`src/rtl/adder_seq_ctrl_pkg.sv`:
```
// Shared types and constants for the adder sequencer slice.
// State encoding, seven-segment codes and the blank pattern.
package adder_ctrl_pkg;

    typedef enum logic [2:0] {
        IDLE,
        LOAD_A,
        LOAD_B,
        ADD,
        SHOW
    } state_t;

    localparam logic [6:0] HEX_BLANK = 7'b1111111;

    // Active-low {g..a} codes for digits 0..9
    localparam logic [6:0] SEG_CODES [10] = '{
        7'b1000000, 7'b1111001, 7'b0100100, 7'b0110000,
        7'b0011001, 7'b0010010, 7'b0000010, 7'b1111000,
        7'b0000000, 7'b0010000
    };

    function automatic logic [6:0] seg7(input logic [3:0] d);
        if (d > 4'd9) return HEX_BLANK;
        return SEG_CODES[d];
    endfunction

endpackage

```
`src/rtl/adder_seq_ctrl_if.sv`:
```
// Operand/result bundle between the sequencer and the external
// ripple adder; the sequencer is master, the adder is slave.
interface adder_seq_ctrl_if;

    logic [3:0] add_a;
    logic [3:0] add_b;
    logic       add_cin;
    logic [5:0] add_sum;

    modport master (
        output add_a, add_b, add_cin,
        input  add_sum
    );

    modport slave (
        input  add_a, add_b, add_cin,
        output add_sum
    );

endinterface

```
`src/rtl/adder_seq_ctrl_debounce.sv`:
```
// Two-flop synchronizer plus debounce counter for an active-low key.
// Emits a one-cycle press pulse once per accepted press.
module key_debounce #(
    parameter int unsigned DEBOUNCE_CYCLES = 250000
) (
    input  logic clk,
    input  logic rst_n,
    input  logic key_n,
    output logic press
);

    localparam int unsigned CW = $clog2(DEBOUNCE_CYCLES + 1);

    logic [1:0]    sync;
    logic          level_n;
    logic [CW-1:0] cnt;
    logic          last;

    assign last = (cnt == CW'(DEBOUNCE_CYCLES - 1));

    // Level flips only after a full run of samples disagreeing with it
    always_ff @(posedge clk or negedge rst_n) begin
        if (!rst_n) begin
            sync    <= 2'b11;
            level_n <= 1'b1;
            cnt     <= '0;
            press   <= 1'b0;
        end else begin
            sync  <= {sync[0], key_n};
            press <= 1'b0;
            if (sync[1] == level_n) begin
                cnt <= '0;
            end else if (last) begin
                cnt     <= '0;
                level_n <= sync[1];
                press   <= ~sync[1];
            end else begin
                cnt <= cnt + 1'b1;
            end
        end
    end

endmodule

```
`src/rtl/adder_seq_ctrl.sv`:
```
// Board-side sequencer for the 4-bit ripple adder: operand capture,
// settle wait, result register and decimal display. ADDER_ACCUM_EN adds chaining.
module adder_seq_ctrl
    import adder_ctrl_pkg::*;
#(
    parameter int unsigned DEBOUNCE_CYCLES = 250000,
    parameter int unsigned SETTLE_CYCLES   = 2
) (
    input  logic                     CLOCK_50,
    input  logic                     rst_n,
    input  logic [17:0]              SW,
    input  logic [1:0]               KEY,
    adder_seq_ctrl_if.master         add,
    output logic [17:0]              LEDR,
    output logic [6:0]               HEX0,
    output logic [6:0]               HEX1,
    output logic                     busy
);

    localparam int unsigned SC_W =
        (SETTLE_CYCLES > 1) ? $clog2(SETTLE_CYCLES) : 1;

    logic [1:0]      rst_q;
    logic            rst_sync_n;
    logic            ev_enter, ev_clear;
    state_t          state, state_d;
    logic [3:0]      a_q, b_q;
    logic            cin_q;
    logic [5:0]      result;
    logic [SC_W-1:0] settle;
    logic            settle_last;
    logic            load_a, load_b, capture, accum_load;
    logic            ovf_bit;
    logic [3:0]      st_led;
    logic [4:0]      sat, base;
    logic [1:0]      tens;
    logic [3:0]      units;
    logic            show;
    wire             unused_sw = ^{SW[17:9], SW[7:4]};

    always_ff @(posedge CLOCK_50 or negedge rst_n) begin
        if (!rst_n) rst_q <= 2'b00;
        else        rst_q <= {rst_q[0], 1'b1};
    end
    assign rst_sync_n = rst_q[1];

    key_debounce #(.DEBOUNCE_CYCLES(DEBOUNCE_CYCLES)) u_enter (
        .clk(CLOCK_50), .rst_n(rst_sync_n), .key_n(KEY[0]), .press(ev_enter)
    );
    key_debounce #(.DEBOUNCE_CYCLES(DEBOUNCE_CYCLES)) u_clear (
        .clk(CLOCK_50), .rst_n(rst_sync_n), .key_n(KEY[1]), .press(ev_clear)
    );

    assign settle_last = (settle == SC_W'(SETTLE_CYCLES - 1));

    always_ff @(posedge CLOCK_50 or negedge rst_sync_n) begin
        if (!rst_sync_n) state <= IDLE;
        else             state <= state_d;
    end

    always_comb begin
        state_d    = state;
        load_a     = 1'b0;
        load_b     = 1'b0;
        capture    = 1'b0;
        accum_load = 1'b0;
        if (ev_clear) begin
            state_d = IDLE;
        end else begin
            unique case (state)
                IDLE:   if (ev_enter) state_d = LOAD_A;
                LOAD_A: if (ev_enter) begin
                    load_a  = 1'b1;
                    state_d = LOAD_B;
                end
                LOAD_B: if (ev_enter) begin
                    load_b  = 1'b1;
                    state_d = ADD;
                end
                ADD: if (settle_last) begin
                    capture = 1'b1;
                    state_d = SHOW;
                end
                SHOW: if (ev_enter) begin
`ifdef ADDER_ACCUM_EN
                    accum_load = 1'b1;
                    state_d    = LOAD_B;
`else
                    state_d    = LOAD_A;
`endif
                end
                default: state_d = IDLE;
            endcase
        end
    end

    always_ff @(posedge CLOCK_50 or negedge rst_sync_n) begin
        if (!rst_sync_n) begin
            a_q    <= '0;
            b_q    <= '0;
            cin_q  <= 1'b0;
            result <= '0;
            settle <= '0;
        end else if (ev_clear) begin
            a_q    <= '0;
            b_q    <= '0;
            cin_q  <= 1'b0;
            result <= '0;
            settle <= '0;
        end else begin
            if (load_a)     a_q <= SW[3:0];
            if (accum_load) a_q <= result[3:0];
            if (load_b) begin
                b_q   <= SW[3:0];
                cin_q <= SW[8];
            end
            if (state == ADD) settle <= settle_last ? '0 : settle + 1'b1;
            if (capture)      result <= add.add_sum;
        end
    end

`ifdef ADDER_ACCUM_EN
    logic ovf;
    always_ff @(posedge CLOCK_50 or negedge rst_sync_n) begin
        if (!rst_sync_n)                       ovf <= 1'b0;
        else if (ev_clear)                     ovf <= 1'b0;
        else if (capture && add.add_sum[5:4] != 2'b00) ovf <= 1'b1;
    end
    assign ovf_bit = ovf;
`else
    assign ovf_bit = 1'b0;
`endif

    assign add.add_a   = a_q;
    assign add.add_b   = b_q;
    assign add.add_cin = cin_q;
    assign busy        = (state == ADD);

    always_comb begin
        st_led = 4'b0000;
        case (state)
            LOAD_A:  st_led = 4'b0001;
            LOAD_B:  st_led = 4'b0010;
            ADD:     st_led = 4'b0100;
            SHOW:    st_led = 4'b1000;
            default: st_led = 4'b0000;
        endcase
    end

    assign LEDR = {1'b0, ovf_bit, st_led, 6'b000000, result};

    // Decimal split by compare chain; display value saturates at 31
    always_comb begin
        sat  = (result > 6'd31) ? 5'd31 : result[4:0];
        tens = 2'd0;
        base = 5'd0;
        if (sat >= 5'd30) begin
            tens = 2'd3;
            base = 5'd30;
        end else if (sat >= 5'd20) begin
            tens = 2'd2;
            base = 5'd20;
        end else if (sat >= 5'd10) begin
            tens = 2'd1;
            base = 5'd10;
        end
        units = 4'(sat - base);
    end

    assign show = (state == ADD) || (state == SHOW);
    assign HEX0 = show ? seg7(units) : HEX_BLANK;
    assign HEX1 = (show && tens != 2'd0) ? seg7({2'b00, tens}) : HEX_BLANK;

endmodule

```
`src/flat_wrapper.sv`:
```
// flat-port wrapper written by rule: the top's interface ports become plain ports
module adder_seq_ctrl_flat import adder_ctrl_pkg::*;
#(
    parameter int unsigned DEBOUNCE_CYCLES = 250000,
    parameter int unsigned SETTLE_CYCLES   = 2
)
  (CLOCK_50, rst_n, SW, KEY, LEDR, HEX0, HEX1, busy, add_add_a, add_add_b, add_add_cin, add_add_sum);
  adder_seq_ctrl_if add_i ();
  input  logic CLOCK_50;
  input  logic rst_n;
  input  logic [17:0] SW;
  input  logic [1:0] KEY;
  output logic [17:0] LEDR;
  output logic [6:0] HEX0;
  output logic [6:0] HEX1;
  output logic busy;
  output wire logic [$bits(add_i.add_a)-1:0] add_add_a;
  output wire logic [$bits(add_i.add_b)-1:0] add_add_b;
  output wire logic [$bits(add_i.add_cin)-1:0] add_add_cin;
  input wire logic [$bits(add_i.add_sum)-1:0] add_add_sum;
  assign add_add_a = add_i.add_a;
  assign add_add_b = add_i.add_b;
  assign add_add_cin = add_i.add_cin;
  assign add_i.add_sum = add_add_sum;
  adder_seq_ctrl #(.DEBOUNCE_CYCLES(DEBOUNCE_CYCLES), .SETTLE_CYCLES(SETTLE_CYCLES)) u_core (.CLOCK_50(CLOCK_50), .rst_n(rst_n), .SW(SW), .KEY(KEY), .add(add_i), .LEDR(LEDR), .HEX0(HEX0), .HEX1(HEX1), .busy(busy));
endmodule
```
`config.mk`:
```
export PLATFORM = sky130hd
export DESIGN_NAME = adder_seq_ctrl_flat
export DESIGN_NICKNAME = d
export VERILOG_FILES = /design/src/rtl/adder_seq_ctrl_pkg.sv /design/src/rtl/adder_seq_ctrl_if.sv /design/src/rtl/adder_seq_ctrl_debounce.sv /design/src/rtl/adder_seq_ctrl.sv /design/src/flat_wrapper.sv
export SDC_FILE = /design/constraint.sdc
export NUM_CORES = 1
export LEC_CHECK = 0
export CORE_MARGIN = 2
export CORE_UTILIZATION = 51
export CTS_CLUSTER_SIZE = 28
export DETAILED_ROUTE_END_ITERATION = 10
export GPL_ROUTABILITY_DRIVEN = 0
export PLACE_DENSITY = 0.91
export SLEW_MARGIN = 0
export SYNTH_ARGS = -nofsm -noshare
export SYNTH_HDL_FRONTEND = slang
export SYNTH_SLANG_ARGS = --single-unit
```
`constraint.sdc`:
```
create_clock -name CLOCK_50 -period 3.5 [get_ports CLOCK_50]
set_input_delay 0.525 -clock CLOCK_50 [delete_from_list [all_inputs] [get_ports CLOCK_50]]
set_output_delay 0.525 -clock CLOCK_50 [all_outputs]
set_load 0.01 [all_outputs]
```
==> results.toml, run 1 <==
[status]
status = "finished, final reports clean"

[route]
num_vias = 2583
drcViolationCount = 0
routed_wl_mm = 6.737
dr.pass1.iters = 4
first_iter_violations = 112
ant_nets = 0
wire_per_inst_um = 13.86
drt-vias-per-instance = 5.315

[floorplanning]
die_y_um = 85.13
ioPinCount = 70
die-width_um = 85.13
fp-row-count = 29
coreArea_um2 = 6350
dieArea_um2 = 7247
initial_utilization = 0.5287

[pwr]
p_per_area_nw_per_um2 = 367.8
peakVddDrop_mv = 0.3276
power_leakage_nw = 1.830

[setup_path]
slowest_delay_ns = 0.46
critPathTopFamily = "adder cells"
cp_common_cell = "inv_2"
critical_path_class = "register to primary output"
worstPathRequired_ns = 2.97
start_kind = "register"
cp_cell_sequence = "inv_2, maj3_2, a221o_1, ha_2, inv_2, fa_2, buf_6, buf_4, o21a_1, o32ai_2, o21ai_1, buf_2"
cp.arrival_ns = 2.85
cp.buffers_inverters = 5
crit_fanout = 3
setup.worst_path.end_class = "primary output"
cp_slowest_cell = "fa_2"

[grt]
antenna_found_initial = 0
grt_pass1_vias = 2646
grt_overflow = 0
grt_pass1_wl_mm = 11.59
grt_max_degree = 44
gr-usage-all-layers = 0.2012

[sta]
slew_viol_final = 0
tns_ns = 0
worstMarginPinSlew_ns = 0.8877
hold_violations = 0
relSlewSlack = 0.4082
skew_ns = 0.008929
rsz0062_at_grt = "no"
fin_crit_ns = 3.375
fin_crit_sh = 0.9642
setup_viol = 0
timing.fmax_mhz = 296.3

[layout]
n_antenna_cell = 0
fillers = 489
area_growth_pct = 24.38
seq_area_um2 = 1635
drive_above_1_share = 0.1565
layout.nets = 441
multi_input_area_um2 = 1642
fin_util = 0.6575

[synth]
ys_async_sr_fraction = 1.000
synth-warning-count = 0
synthTopCellsByArea = "dfrtp_1, nor2_1, xor2_1, dfstp_2, xnor2_1"
synth_ff_type = "dfrtp_1"
synth_top_cells_by_count = "nor2_1, dfrtp_1, nand2_1"
synth.distinct_cells = 47
synth.cell_area_um2 = 3357
synth_seq_cells = 65
postSynthAreaPerCell_um2 = 9.702
yosysMostFrequentCell = "nor2_1"
seq_area_frac_synth = 0.4868
syn_inst = 346
synth_top_area_share = 0.4398
yosysTopAreaCell = "dfrtp_1"
synth_edf_count = 0

[clock_tree]
cts_tree = "yes"
numCtsBuffers = 9
ctsHoldBuffers = 0
path_clk_slew_ns = 0.07
clock_latency_ns = 0.35
cts_root_buf = "clkbuf_8"
clk_path_buf_depth = 2
cts-htree-levels = 3
numClockSinks = 65

[flow_run]
maxCapViolCount = 0

[place]
io_buffers = 47
hpwl_mm = 4.741

[hold_path]
hold_path_class = "input port to async pin"
-- worst register-to-register path, cell delays in order (launching register included) --
cell and delay [ns]:
dfrtp_1 0.39, ha_1 0.20, nand3_1 0.22, nor3_1 0.24
nand3_1 0.19, nand2_1 0.48, nor2_1 0.13
-- where the power goes --
group | internal, mW | switching (mW) | leakage [nW]
clock | 0.408 | 0.307 | 0.115
sequential | 0.762 | 0.0161 | 0.877
combinational | 0.0204 | 0.0222 | 0.839
total | 1.19 | 0.345 | 1.83
-- stage by stage --
stage | worst slack [ns] | hold slack, ns | cells | total power [mW] | area (um^2)
final | 0.1254 | 0.3355 | 486 | 1.535 | 4175
after global routing | 0.004647 | 0.3290 | 486 | 1.587 | 4175
after CTS | 0.002735 | 0.3229 | 485 | 1.551 | 4146
after detailed placement | 0.08992 | 0.3476 | 462 | 0.8358 | 3870
after global placement | 0.1454 | 0.3350 | 462 | 0.8334 | 3870
after floorplan | 0.4720 | 0.2294 | 354 | 0.8165 | 3387
-- final cells by class --
cell class                      instances  share of cell area
Sequential cell                        65              0.3917
Clock inverter                          7             0.02397
Clock buffer                            9             0.02967
Multi-Input combinational cell        260              0.3932
Timing Repair Buffer                   60              0.1313
Tap cell                               77             0.02307
Inverter                                8            0.007192
-- sequential cells by signal (all words and copies together), names as in the netlist, 2 cells and up --
signal and cells:
u_core.add.add_a 4, u_core.add.add_b 4, u_core.result 6, u_core.rst_q 2
u_core.state 3, u_core.u_clear.cnt 18, u_core.u_clear.sync 2, u_core.u_enter.cnt 18
u_core.u_enter.sync 2
-- routing by layer --
layer	global-route usage	vias to the layer above	routed length, um
met5	0	-	0
met4	0.1082	0	158
met3	0.03696	14	262
met2	0.3409	61	3425
met1	0.2433	1251	2890
li1	-	1257	-
-- cells in the final DEF, fill, tap and decap left out, types with 4 or more instances in the layout --
cell,count
a21oi_1,9
and3_1,8
and4_1,4
buf_2,5
buf_4,9
buf_6,4
clkbuf_8,9
clkdlybuf4s50_1,40
conb_1,10
dfrtp_1,58
dfstp_2,6
ha_1,7
inv_1,6
mux2i_1,11
nand2_1,31
nand2b_1,5
nand3_1,14
nand4_1,6
nor2_1,59
nor3_1,6
nor3b_1,4
nor4_1,5
o21ai_1,6
xnor2_1,16
xor2_1,19
-- kinds of logic after synthesis --
kind of cell | synth area share
AO/OA/AOI/OAI | 0.05442
XOR/XNOR | 0.09131
adder cells (fa/ha/maj) | 0.04212
buffers and inverters | 0.04547
flip-flops | 0.4868
multiplexers | 0.04286
other | 0.002237
AND/OR/NAND/NOR | 0.2348
-- final timing paths --
check,slack [ns],startpoint,depth (start not counted),to
setup / recovery,0.13,u_core.result[4]$_DFFE_PN0P_,12,HEX0[4]
hold / removal,0.34,rst_n,1,u_core.rst_q[0]$_DFF_PN0_
setup reg to reg,1.51,u_core.u_enter.cnt[0]$_DFF_PN0_,6,u_core.u_enter.cnt[15]$_DFF_PN0_
hold reg to reg,0.36,u_core.rst_q[0]$_DFF_PN0_,0,u_core.rst_q[1]$_DFF_PN0_
max in group asynchronous,2.30,u_core.rst_q[1]$_DFF_PN0_,1,u_core.u_enter.cnt[5]$_DFF_PN0_
min in group CLOCK_50,0.36,u_core.rst_q[0]$_DFF_PN0_,0,u_core.rst_q[1]$_DFF_PN0_
-- repair_timing --
action,CTS,global route
gates resized for setup,30,14
setup endpoints to repair,7,7
setup buffers,7,1
pin swaps,3,5
Power figures use the tool's default switching activity.
==> run 2: changes to the inputs <==
--- a/config.mk
+++ b/config.mk
@@ -5,6 +5,7 @@
 export SDC_FILE = /design/constraint.sdc
 export NUM_CORES = 1
 export LEC_CHECK = 0
+export CORE_ASPECT_RATIO = 0.5
 export CORE_MARGIN = 2
 export CORE_UTILIZATION = 51
 export CTS_CLUSTER_SIZE = 28
==> run 2 against run 1 <==
Clock-buffer cell count grew 5. Combinational power up 3%. First-iteration DRC count up 56%. Maximum frequency fell by 0.50%. Worst hold slack better by 0.017 ns. Core utilization up 2.3 points. Via count shrank 0.58%. Register-to-register slack about the same. Final cell count rose by 1.4%. Sequential share of layout area shrank 0.43 points. Non-clock buffer count down 4. Largest power group is now clock.
==> results.toml, run 2 (synthesis results as in run 1) <==
[floorplanning]
dieArea_um2 = 7287
coreArea_um2 = 6206
die_y_um = 61.37
ioPinCount = 70
die-width_um = 118.7
initial_utilization = 0.5409
fp-row-count = 20

[route]
wire_per_inst_um = 13.46
ant_nets = 0
routed_wl_mm = 6.635
num_vias = 2568
wl_met1_mm = 2.926
wl_met2_mm = 3.257
wl_met3_um = 378
drt-vias-per-instance = 5.209
drcViolationCount = 0
dr.pass1.iters = 4
first_iter_violations = 175
top_layer = "met4"

[setup_path]
r2r_slack_ns = 1.50
start_kind = "register"
crit_fanout = 5
setup.worst_path.end_class = "primary output"
cp.arrival_ns = 2.87
worstPathRequired_ns = 2.97
critical_path_class = "register to primary output"

[layout]
mostFrequentLayoutCell = "nor2_1"
fillers = 446
layout.nets = 437
n_antenna_cell = 0
drive_above_1_share = 0.1210
design_area_um2 = 4222
final_cells = 493
area_growth_pct = 25.75
mostFrequentLayoutCells = "nor2_1, dfrtp_1, clkdlybuf4s50_1, nand2_1, xor2_1"
reg.largest.list = "u_core.u_clear.cnt (18), u_core.u_enter.cnt (18), u_core.result (6)"

[hold_path]
hold_path_class = "register to register"

[sta]
relSlewSlack = 0.4064
setup_ws_ns = 0.1083
slew_viol_final = 0
setup_viol = 0
fin_crit_sh = 0.9691
hold_violations = 0
fin_crit_ns = 3.392
worstMarginPinSlew_ns = 0.8905
timing.fmax_mhz = 294.8
skew_ns = 0.004565

[clock_tree]
cts-htree-levels = 3
clk_path_buf_depth = 2
numClockSinks = 65
numCtsBuffers = 9
cts_root_buf = "clkbuf_16"
cts_tree = "yes"
path_clk_slew_ns = 0.05
clock_latency_ns = 0.32

[grt]
grt_overflow = 0
antenna_found_initial = 0
grt_max_degree = 44
grt_pass1_vias = 2429
gr-usage-all-layers = 0.2018
grt_pass1_wl_mm = 11.33

[flow_run]
maxCapViolCount = 0

[pwr]
clkPwrFrac = 0.522
power_switching_uw = 331.1
p_per_area_nw_per_um2 = 408.2
swShare = 0.1921
peakVddDrop_mv = 0.2470
pwr-share-comb = 0.026
power_leakage_nw = 1.848
internal_power_mw = 1.392
pwr-share-seq = 0.453

[place]
place_ws_ns = 0.1861
place_inst = 473
io_buffers = 47
hpwl_mm = 4.579
dpl_cell_area_um2 = 3884

[status]
status = "finished, final reports clean"
-- run 2: repair_timing --
action / 4_1_cts / 5_1_grt
gates resized for setup: 8 / 19
setup endpoints to repair: 7 / 7
buffers inserted: 2 / 2
pin swaps: 0 / 3
hold buffers: 0 / 0
-- run 2: metrics by stage --
stage               hold slack [ns]  power [mW]  setup TNS, ns    util
floorplan                    0.2294      0.8165              0       -
global placement             0.3340      0.8344              0  0.6258
detailed placement           0.3457      0.8363              0  0.6258
CTS                          0.3542       1.741              0  0.6770
global route                 0.3549       1.781       -0.04560  0.6802
finish                       0.3523       1.723              0  0.6802
-- run 2: path summary, 6_finish.rpt --
check	end	cells past startpoint	startpoint
max in group asynchronous	u_core.result[5]$_DFFE_PN0P_	1	u_core.rst_q[1]$_DFF_PN0_
min in group asynchronous	u_core.rst_q[1]$_DFF_PN0_	1	rst_n
max reg2reg	u_core.u_enter.cnt[14]$_DFF_PN0_	6	u_core.u_enter.cnt[0]$_DFF_PN0_
min	u_core.rst_q[1]$_DFF_PN0_	0	u_core.rst_q[0]$_DFF_PN0_
min reg2reg	u_core.rst_q[1]$_DFF_PN0_	0	u_core.rst_q[0]$_DFF_PN0_
max	HEX0[0]	10	u_core.result[4]$_DFFE_PN0P_
-- run 2: routing by layer --
metal | vias to the layer above | track usage
li1 | 1251 | -
met1 | 1234 | 0.2427
met2 | 75 | 0.3604
met3 | 8 | 0.06667
met4 | 0 | 0.05952
met5 | - | 0
-- run 2: critical path, cell delays in order (launching register included) --
cell	delay, ns
dfrtp_1	0.35
inv_2	0.06
maj3_1	0.32
a221o_1	0.36
ha_2	0.18
inv_2	0.05
fa_2	0.45
o21bai_4	0.20
a31oi_4	0.25
o21ai_1	0.09
clkdlybuf4s15_1	0.24
-- run 2: final cells by class --
class	instances	area [um^2]	area share
Inverter	8	30.03	0.007113
Timing Repair Buffer	56	520.5	0.1233
Multi-Input combinational cell	260	1617	0.3829
Tap cell	88	110.1	0.02608
Sequential cell	65	1635	0.3874
Clock buffer	14	274.0	0.06491
Clock inverter	2	35.03	0.008299
-- run 2: power by group through the flow --
stage | clock (mW) | combinational [mW] | sequential (mW)
final | 0.899 | 0.0440 | 0.780
after global routing | 0.949 | 0.0488 | 0.783
after CTS | 0.916 | 0.0443 | 0.780
after detailed placement | 0 | 0.0437 | 0.793
after global placement | 0 | 0.0430 | 0.791
after floorplan | 0 | 0.0251 | 0.791
==> run 3: changes to the inputs <==
--- a/config.mk
+++ b/config.mk
@@ -5,6 +5,8 @@
 export SDC_FILE = /design/constraint.sdc
 export NUM_CORES = 1
 export LEC_CHECK = 0
+export ABC_CLOCK_PERIOD_IN_PS = 3500
+export CAP_MARGIN = 20
 export CORE_ASPECT_RATIO = 0.5
 export CORE_MARGIN = 2
 export CORE_UTILIZATION = 51
==> results of run 3 <==
Final layout, timing and power as in run 2 (identical DEF).
